$ cat src/rtl/fb_draw_writer.sv
// fb_draw_writer: write-side drawing engine for the 24-bit framebuffer RAM.
// Turns PIXEL / FILL / CLEAR commands into one RAM write per clock.
// The framebuffer is row-major, so address = y*FB_W + x.
// Optional build macro FB_DRAW_CLIP_EN: out-of-range coordinates are
// clamped (FILL) or dropped (PIXEL) instead of raising cmd_err.
module fb_draw_writer #(
  parameter int unsigned FB_W   = 280,
  parameter int unsigned FB_H   = 192,
  parameter int unsigned DATA_W = 24,
  parameter int unsigned ADDR_W = 16
) (
  input  logic              CLOCK_50,
  input  logic              reset,
  input  logic              cmd_valid,
  output logic              cmd_ready,
  input  logic [1:0]        cmd_op,
  input  logic [8:0]        cmd_x0,
  input  logic [7:0]        cmd_y0,
  input  logic [8:0]        cmd_x1,
  input  logic [7:0]        cmd_y1,
  input  logic [DATA_W-1:0] cmd_color,
  output logic [ADDR_W-1:0] fb_adr_w,
  output logic [DATA_W-1:0] fb_d,
  output logic              fb_we,
  output logic              fb_w_clk,
  output logic              busy,
  output logic              cmd_err
);

  localparam int unsigned X_W = 9;
  localparam int unsigned Y_W = 8;

  localparam logic [1:0] OP_NOP   = 2'b00;
  localparam logic [1:0] OP_PIXEL = 2'b01;
  localparam logic [1:0] OP_FILL  = 2'b10;
  localparam logic [1:0] OP_CLEAR = 2'b11;

  localparam logic [X_W-1:0]    X_LAST   = X_W'(FB_W - 1);
  localparam logic [Y_W-1:0]    Y_LAST   = Y_W'(FB_H - 1);
  localparam logic [ADDR_W-1:0] ROW_STEP = ADDR_W'(FB_W);

  typedef enum logic [1:0] {
    S_IDLE  = 2'd0,
    S_SETUP = 2'd1,
    S_WRITE = 2'd2
  } state_t;

  state_t              r_state;
  logic                r_cmd_ready;
  logic                r_busy;
  logic                r_cmd_err;
  logic                r_fb_we;
  logic [ADDR_W-1:0]   r_fb_adr_w;
  logic [DATA_W-1:0]   r_fb_d;

  // Command fields captured at acceptance
  logic [1:0]          r_op;
  logic [X_W-1:0]      r_x0;
  logic [Y_W-1:0]      r_y0;
  logic [X_W-1:0]      r_x1;
  logic [Y_W-1:0]      r_y1;
  logic [DATA_W-1:0]   r_color;

  // Scan state
  logic [X_W-1:0]      r_x;
  logic [Y_W-1:0]      r_y;
  logic [X_W-1:0]      r_x_lo;
  logic [X_W-1:0]      r_x_hi;
  logic [Y_W-1:0]      r_y_hi;
  logic [ADDR_W-1:0]   r_row_base;

  // Setup-stage combinational results
  logic [X_W-1:0]      w_xlo_ord;
  logic [X_W-1:0]      w_xhi_ord;
  logic [Y_W-1:0]      w_ylo_ord;
  logic [Y_W-1:0]      w_yhi_ord;
  logic [X_W-1:0]      w_xlo;
  logic [X_W-1:0]      w_xhi;
  logic [Y_W-1:0]      w_ylo;
  logic [Y_W-1:0]      w_yhi;
  logic                w_oob;
  logic                w_err;
  logic                w_drop;
  logic [ADDR_W-1:0]   w_row_base;
  logic [ADDR_W-1:0]   w_first_adr;
  logic                w_last_x;
  logic                w_last_y;

  assign fb_w_clk  = CLOCK_50;
  assign cmd_ready = r_cmd_ready;
  assign busy      = r_busy;
  assign cmd_err   = r_cmd_err;
  assign fb_we     = r_fb_we;
  assign fb_adr_w  = r_fb_adr_w;
  assign fb_d      = r_fb_d;

  assign w_last_x = (r_x == r_x_hi);
  assign w_last_y = (r_y == r_y_hi);

  // Order corners, range-check or clamp, and compute the first row base
  always_comb begin
    w_xlo_ord = r_x0;
    w_xhi_ord = r_x0;
    w_ylo_ord = r_y0;
    w_yhi_ord = r_y0;
    w_err     = 1'b0;
    w_drop    = 1'b0;

    case (r_op)
      OP_CLEAR: begin
        w_xlo_ord = '0;
        w_xhi_ord = X_LAST;
        w_ylo_ord = '0;
        w_yhi_ord = Y_LAST;
      end
      OP_FILL: begin
        w_xlo_ord = (r_x1 < r_x0) ? r_x1 : r_x0;
        w_xhi_ord = (r_x1 < r_x0) ? r_x0 : r_x1;
        w_ylo_ord = (r_y1 < r_y0) ? r_y1 : r_y0;
        w_yhi_ord = (r_y1 < r_y0) ? r_y0 : r_y1;
      end
      default: begin
        w_xlo_ord = r_x0;
        w_xhi_ord = r_x0;
        w_ylo_ord = r_y0;
        w_yhi_ord = r_y0;
      end
    endcase

    // After ordering only the high corner can exceed the frame
    w_oob = (w_xhi_ord > X_LAST) || (w_yhi_ord > Y_LAST);

    w_xlo = w_xlo_ord;
    w_xhi = w_xhi_ord;
    w_ylo = w_ylo_ord;
    w_yhi = w_yhi_ord;

`ifdef FB_DRAW_CLIP_EN
    if (w_xlo_ord > X_LAST) w_xlo = X_LAST;
    if (w_xhi_ord > X_LAST) w_xhi = X_LAST;
    if (w_ylo_ord > Y_LAST) w_ylo = Y_LAST;
    if (w_yhi_ord > Y_LAST) w_yhi = Y_LAST;
    w_drop = (r_op == OP_PIXEL) && w_oob;
`else
    w_err  = ((r_op == OP_PIXEL) || (r_op == OP_FILL)) && w_oob;
`endif

    w_row_base  = ADDR_W'(w_ylo) * ROW_STEP;
    w_first_adr = w_row_base + ADDR_W'(w_xlo);
  end

  // Command FSM with registered handshake and RAM write port
  always_ff @(posedge CLOCK_50 or negedge reset) begin
    if (!reset) begin
      r_state     <= S_IDLE;
      r_cmd_ready <= 1'b1;
      r_busy      <= 1'b0;
      r_cmd_err   <= 1'b0;
      r_fb_we     <= 1'b0;
      r_fb_adr_w  <= '0;
      r_fb_d      <= '0;
      r_op        <= OP_NOP;
      r_x0        <= '0;
      r_y0        <= '0;
      r_x1        <= '0;
      r_y1        <= '0;
      r_color     <= '0;
      r_x         <= '0;
      r_y         <= '0;
      r_x_lo      <= '0;
      r_x_hi      <= '0;
      r_y_hi      <= '0;
      r_row_base  <= '0;
    end else begin
      r_cmd_err <= 1'b0;
      case (r_state)
        S_IDLE: begin
          if (cmd_valid && r_cmd_ready) begin
            r_op        <= cmd_op;
            r_x0        <= cmd_x0;
            r_y0        <= cmd_y0;
            r_x1        <= cmd_x1;
            r_y1        <= cmd_y1;
            r_color     <= cmd_color;
            r_state     <= S_SETUP;
            r_cmd_ready <= 1'b0;
            r_busy      <= 1'b1;
          end
        end

        S_SETUP: begin
          if ((r_op == OP_NOP) || w_err || w_drop) begin
            r_state     <= S_IDLE;
            r_cmd_ready <= 1'b1;
            r_busy      <= 1'b0;
            r_cmd_err   <= w_err;
          end else begin
            r_state    <= S_WRITE;
            r_fb_we    <= 1'b1;
            r_fb_adr_w <= w_first_adr;
            r_fb_d     <= r_color;
            r_x        <= w_xlo;
            r_y        <= w_ylo;
            r_x_lo     <= w_xlo;
            r_x_hi     <= w_xhi;
            r_y_hi     <= w_yhi;
            r_row_base <= w_row_base;
          end
        end

        S_WRITE: begin
          if (w_last_x && w_last_y) begin
            r_state     <= S_IDLE;
            r_fb_we     <= 1'b0;
            r_cmd_ready <= 1'b1;
            r_busy      <= 1'b0;
          end else if (w_last_x) begin
            r_x        <= r_x_lo;
            r_y        <= r_y + Y_W'(1);
            r_row_base <= r_row_base + ROW_STEP;
            r_fb_adr_w <= r_row_base + ROW_STEP + ADDR_W'(r_x_lo);
          end else begin
            r_x        <= r_x + X_W'(1);
            r_fb_adr_w <= r_fb_adr_w + ADDR_W'(1);
          end
        end

        default: begin
          r_state     <= S_IDLE;
          r_fb_we     <= 1'b0;
          r_cmd_ready <= 1'b1;
          r_busy      <= 1'b0;
        end
      endcase
    end
  end

endmodule

$ cat config.mk
export PLATFORM = sky130hd
export DESIGN_NAME = fb_draw_writer
export DESIGN_NICKNAME = d
export VERILOG_FILES = /design/src/rtl/fb_draw_writer.sv
export SDC_FILE = /design/constraint.sdc
export NUM_CORES = 1
export LEC_CHECK = 0
export ABC_AREA = 1
export CORE_MARGIN = 2
export CORE_UTILIZATION = 62
export DETAILED_ROUTE_END_ITERATION = 16
export HOLD_SLACK_MARGIN = 0.12
export MAX_ROUTING_LAYER = met4
export PLACE_DENSITY = 0.94
export SKIP_LAST_GASP = 1
export SLEW_MARGIN = 20
export SYNTH_ARGS = -nofsm -noshare
export SYNTH_HDL_FRONTEND = slang
export SYNTH_SLANG_ARGS = --single-unit
$ cat constraint.sdc
create_clock -name CLOCK_50 -period 7.3 [get_ports CLOCK_50]
set_clock_uncertainty 0.15 [all_clocks]
set_input_delay 1.095 -clock CLOCK_50 [delete_from_list [all_inputs] [get_ports CLOCK_50]]
set_output_delay 1.095 -clock CLOCK_50 [all_outputs]
set_load 0.005 [all_outputs]
=== Word-level counts from Yosys, hierarchy flattened ===
Index checks and enable logic that the tools add are counted.
Widths: inputs -> output; s select.

* Register bits after elaboration: 165
* Logic and storage cells: 101
* Bits of input ports: 63

* Reductions and logical operators: 16
* Equality and inequality tests: 13
* Multiplexer cells: 40
* $add $sub $neg: 6
* $lt $le $gt $ge: 4
* $mul: 1
* Bitwise logic cells: 2

{| class="wikitable"
|+ Operator list
! cell !! count
|-
| $mux 16 || 6
|-
| $pmux 16 s2 || 2
|-
| $pmux 9 s2 || 3
|-
| $pmux 8 s2 || 3
|-
| $mux 9 || 5
|-
| $mux 8 || 5
|-
| $add 16x9->16 || 2
|-
| $add 16x1->16 const B || 1
|-
| $add 16x9->16 const B || 1
|-
| $mul 8x6->13 const B || 1
|-
| $ne 2x2->1 const B || 6
|-
| $add 9x1->9 const B || 1
|-
| $eq 9x9->1 || 1
|-
| $gt 9x9->1 const B || 1
|-
| $lt 9x9->1 || 1
|-
| $mux 1 || 9
|-
| $pmux 1 s3 || 3
|-
| $reduce_and 3->1 || 3
|-
| $add 8x1->8 const B || 1
|-
| $eq 8x8->1 || 1
|-
| $gt 8x8->1 const B || 1
|-
| $lt 8x8->1 || 1
|-
| $eq 2x2->1 const B || 3
|-
| $mux 2 || 3
|-
| other kinds (9) || 18
|}

=== Logic depth before layout (Yosys ltp) ===
Gate-level depths: netlist of the first run.

* Depth after elaboration: 9
* Mapped depth: 34

==> impl_metrics.toml, run 1 <==
[floorplan]
rows = 47
start_util = 0.627
core_um2 = 16300
ios = 108
fp.dieH_um = 133
die_area_um2 = 17600
die_w_um = 133

[worst_hold_path]
hp-class = "flop to flop"

[synthesis]
synth_xor_area_frac = 0.0410
synth_fp_nets = 1499
yosysUniqueCellTypes = 46
ys_seq_area_frac = 0.395
ys_top_cells_by_area = "dfrtp_1 (39%), nand2_1 (16%), ha_1 (7.1%)"
synth-main-ff-cell = "dfrtp_1"
ys_warn_count = 0
synth_fa_ha_area_frac = 0.0805
synthMuxAreaShare = 0
yosys.area_share.simple = 0.267
syn_inst = 1373
synth_compound_area_frac = 0.129
synth-edff-count = 0
synth_area_per_cell_um2 = 7.47
synth_top_family_by_area = "simple AND/OR/NAND/NOR gates"
yosysTopAreaCell = "dfrtp_1"
syn_area_um2 = 10300
async_flop_share = 1.00
synth_top_area_frac = 0.393
synth-seq-cells = 162

[finish]
diodes = 0
drive_above_1_share = 0.0430
fill_cells = 1171
final_cell_mix = "nand2_1 (427), dfrtp_1 (161), inv_1 (151)"
final_common_cell = "nand2_1"
fin_nets = 1577
final_cells = 1684
area_delta_synth_final_pct = 17.1
fin_area_um2 = 12000

[timing]
fin_crit_ns = 6.04
finalWorstSetupSlack_ns = 1.26
tightest_slew_ns = 0.965
setup_violations = 0
fin_tns_setup_ns = 0
period_share = 0.827
hold_viol = 0
drv_slew = 0
relSlewSlack = 0.355
rsz0062_at_grt = "no"
fmaxAchievable_mhz = 166

[placed_design]
hpwlAfterDp_um = 18600
port_buffers = 107
dp_cells = 1649
place.gp.congestion = 0.978
place_area_um2 = 11300
place_ws_ns = 1.47

[drt]
vias = 9941
drcViolationCount = 0
drt_iter0_markers = 1085
wl_per_cell_um = 16.9
ant_nets = 0
firstDrtPassIters = 6
postRouteWirelength_um = 28400
via_per_inst = 5.90

[cts]
postCtsSetupRepairBufs = 0
clk_pin_slew_ns = 0.07
clock_latency_ns = 0.56
cts_hold_buf = 0
cts_tree = "yes"
ctsResizeCount = 0

[setup_path]
path_class = "flop to flop"
cp_common_cell = "nand2_1"
worstPathRequired_ns = 7.59
worstSetupStartpointType = "flop"
critPathMaxFanout = 14
end_kind = "flop"
cpPeakStageDelay_ns = 0.56
crit_arrival_ns = 6.33
crit_path_top_delay_cell = "a211oi_1"

[grt]
grt_first_pass_wirelength_um = 46800
grt_usage = 0.340
antenna_found_initial = 0
grt_pass1_vias = 9793
grt_max_degree = 114
globalRouteOverflowTotal = 0

[outcome]
status = "finished, final reports clean"

[job]
cap_violations = 0
## per-layer routing
layer,up-vias,share of wire,track usage
met1,4646,0.39,0.410
met5,-,0,-
li1,4632,-,-
met3,119,0.086,0.0755
met2,544,0.48,0.542
met4,0,0.040,0.168
## metrics by stage
step | utilization | hold WS [ns]
global route | 0.735 | 0.356
CTS | 0.735 | 0.327
floorplan | - | 0.292
finish | 0.735 | 0.328
global placement | 0.694 | 0.305
detailed placement | 0.694 | 0.309
## cell usage after synthesis, types with 2 or more instances
master,number
a211oi_1,7
a21o_1,2
a21oi_1,37
a22oi_1,4
a31oi_1,3
and2_1,2
buf_1,2
buf_2,11
buf_4,9
buf_6,7
clkbuf_1,28
clkinv_1,3
dfrtp_1,161
fa_1,5
ha_1,58
inv_1,151
nand2_1,427
nand2_2,2
nand2_4,2
nand3_1,116
nand3b_1,4
nand4_1,16
nor2_1,52
nor2_2,2
nor3_1,12
nor4_1,3
o211ai_1,6
o21ai_0,128
o21ai_1,30
o21bai_1,3
o221ai_1,9
o22ai_1,4
o31ai_1,2
or2_2,7
xnor2_1,17
xor2_1,31
## state kept, by name (all words and copies together) (netlist names), 2 cells and up
name	cells
r_x1	9
r_x0	9
r_x	9
r_row_base	13
r_op	2
r_y	8
r_state	2
r_x_lo	9
fb_adr_w	16
r_y0	8
r_color	24
r_y_hi	8
r_y1	8
r_x_hi	9
fb_d	24
## path summary, 6_finish.rpt
path                          start              to  slack, ns  cells after the start
setup / recovery            r_y0[5]    fb_adr_w[15]       1.26                     29
hold / removal             fb_d[23]        fb_d[23]       0.33                      2
setup reg to reg            r_y0[5]    fb_adr_w[15]       1.26                     29
hold reg to reg            fb_d[23]        fb_d[23]       0.33                      2
max in group asynchronous     reset         fb_d[3]       5.13                      2
min in group asynchronous     reset  r_row_base[15]       0.49                      1
## critical path, delay by kind of cell (launching register included)
kind	cells	cell delay (ns)
xor+xnor	1	0.21
simple gates	15	1.62
fa+ha+maj	6	1.96
compound gates	3	0.90
buf+inv	4	0.68
flops	1	0.39
## cell families (layout without fill, tap and decap cells)
family,after synthesis,in the layout
buf+inv,212,303
flops,162,162
simple gates,649,649
xor+xnor,48,48
fa+ha+maj,63,63
compound gates,239,239
## layout make-up
| type | instances | area, um2 | area share |
|---|---|---|---|
| multi-input combinational | 999 | 5310 | 0.442 |
| sequential | 162 | 4060 | 0.338 |
| timing repair buffer | 112 | 1110 | 0.0922 |
| inverter | 155 | 582 | 0.0484 |
| clock buffer | 21 | 510 | 0.0425 |
| tap | 220 | 275 | 0.0229 |
| clock inverter | 15 | 166 | 0.0139 |
Power of run 1 is left out: the tool's default activity adds up to more than one toggle a clock period on the data nets, which glitch-free logic cannot reach.
==> run 2: changes to the inputs <==
--- a/config.mk
+++ b/config.mk
@@ -7,11 +7,11 @@
 export LEC_CHECK = 0
 export ABC_AREA = 1
 export CORE_MARGIN = 2
-export CORE_UTILIZATION = 62
+export CORE_UTILIZATION = 58
 export DETAILED_ROUTE_END_ITERATION = 16
 export HOLD_SLACK_MARGIN = 0.12
 export MAX_ROUTING_LAYER = met4
-export PLACE_DENSITY = 0.94
+export PLACE_DENSITY = 0.89
 export SKIP_LAST_GASP = 1
 export SLEW_MARGIN = 20
 export SYNTH_ARGS = -nofsm -noshare
==> constraint.sdc (replaced) <==
create_clock -name CLOCK_50 -period 5.8 [get_ports CLOCK_50]
set_clock_uncertainty 0.15 [all_clocks]
set_input_delay 0.87 -clock CLOCK_50 [delete_from_list [all_inputs] [get_ports CLOCK_50]]
set_output_delay 0.87 -clock CLOCK_50 [all_outputs]
set_load 0.005 [all_outputs]
==> run 2 against run 1 <==
Net effect:
- core utilization decreased by 3.8 points
- flip-flop and latch count is the same
- highest routed layer unchanged
- global-route usage fell by 2.8 points
- die area is 6.7% higher
- critical path type unchanged
- sequential share of layout area fell by 0.12 points
==> impl_metrics.toml, run 2 (synthesis gave the netlist of run 1 again) <==
[outcome]
status = "finished, final reports clean"

[setup_path]
worstPathRequired_ns = 6.08
rr_startpoint = "r_y0[7]"
crit_path_top_delay_cell = "a211oi_1"
critPathMaxFanout = 6
reg2regPathDepth = 29
reg2reg_slack_ns = 0.52
startpoint = "r_y0[7]"
path_class = "flop to flop"
end_kind = "flop"
worstSetupEndpoint = "fb_adr_w[15]"
crit_arrival_ns = 5.56
r2r-end = "fb_adr_w[15]"
cpPeakStageDelay_ns = 0.51
cp_common_cell = "nand2_1"
worstSetupStartpointType = "flop"

[timing]
finalWorstSetupSlack_ns = 0.523
hold_viol = 0
fin_crit_ns = 5.28
drv_slew = 0
fmaxAchievable_mhz = 189
relSlewSlack = 0.360
period_share = 0.910
setup_violations = 0
rsz0062_at_grt = "no"
fin_tns_setup_ns = 0
tightest_slew_ns = 0.960

[floorplan]
fp.dieH_um = 137
start_util = 0.593
die_area_um2 = 18800
die_w_um = 137
ios = 108
rows = 48
core_um2 = 17300

[finish]
fin_nets = 1583
drive_above_1_share = 0.0463
area_delta_synth_final_pct = 17.5
final_cell_mix = "nand2_1 (427), dfrtp_1 (161), inv_1 (151)"
diodes = 0
fill_cells = 1346
final_common_cell = "nand2_1"

[drt]
drcViolationCount = 0
postRouteWirelength_um = 27000
ant_nets = 0
vias = 9569
wl_per_cell_um = 15.9
firstDrtPassIters = 5
via_per_inst = 5.65
drt_iter0_markers = 874

[grt]
grt_max_degree = 113
grt_pass1_vias = 9274
globalRouteOverflowTotal = 0
grt_first_pass_wirelength_um = 44500
antenna_found_initial = 0
grt_usage = 0.312

[placed_design]
port_buffers = 107
place_ws_ns = 0.587
hpwlAfterDp_um = 18700
place.gp.congestion = 0.927

[cts]
cts_tree = "yes"
clk_pin_slew_ns = 0.06
clock_latency_ns = 0.55
ctsResizeCount = 0
postCtsSetupRepairBufs = 0
cts_hold_buf = 0

[worst_hold_path]
hp-class = "input port to async pin"

[job]
cap_violations = 0
==> run 2: cell types whose count changed in the layout (fill, tap and decap cells not counted), sizes merged <==
cell and delta:
clkbuf +1, buf +6, clkinvlp -3, bufinv +1
==> run 2: worst min-delay path by stage <==
| stage | to | depth (start not counted) | slack (ns) | start |
|---|---|---|---|---|
| floorplan | r_x_lo[0] | 2 | 0.29 | r_x_lo[0] |
| global placement | busy | 2 | 0.31 | busy |
| detailed placement | fb_d[23] | 2 | 0.31 | fb_d[23] |
| CTS | r_row_base[8] | 1 | 0.31 | reset |
| global route | r_row_base[8] | 1 | 0.32 | reset |
| finish | r_row_base[8] | 1 | 0.21 | reset |
==> run 2: layer usage <==
| layer | track usage | part of all wire |
|---|---|---|
| met1 | 0.375 | 0.42 |
| met3 | 0.0737 | 0.069 |
| met5 | - | 0 |
| met2 | 0.507 | 0.48 |
| met4 | 0.129 | 0.031 |
==> run 2: final cells by class <==
cell class,count,area [um2],share of cell area
multi-input combinational,999,5320,0.441
sequential,162,4060,0.336
timing repair buffer,118,1150,0.0956
inverter,155,582,0.0483
clock buffer,22,514,0.0427
tap,225,282,0.0234
clock inverter,13,148,0.0123
==> run 2: worst max-delay path: cells and delay by family, from the launching register on <==
kind	cells	cell delay (ns)
flip-flops	1	0.38
AND/OR/NAND/NOR	15	1.29
XOR/XNOR	1	0.21
adder cells (fa/ha/maj)	6	1.95
buffers and inverters	4	0.35
AO/OA/AOI/OAI	3	0.82
==> run 2: metrics by stage <==
step / util / instances / cell area [um2] / hold slack, ns
2_1_floorplan: - / 1373 / 10300 / 0.292
3_3_place_gp: 0.659 / 1660 / 11400 / 0.305
3_5_place_dp: 0.659 / 1660 / 11400 / 0.313
4_1_cts: 0.696 / 1694 / 12000 / 0.308
5_1_grt: 0.697 / 1694 / 12100 / 0.319
6_report: 0.697 / 1694 / 12100 / 0.215
Power of run 2 is left out for the same reason.
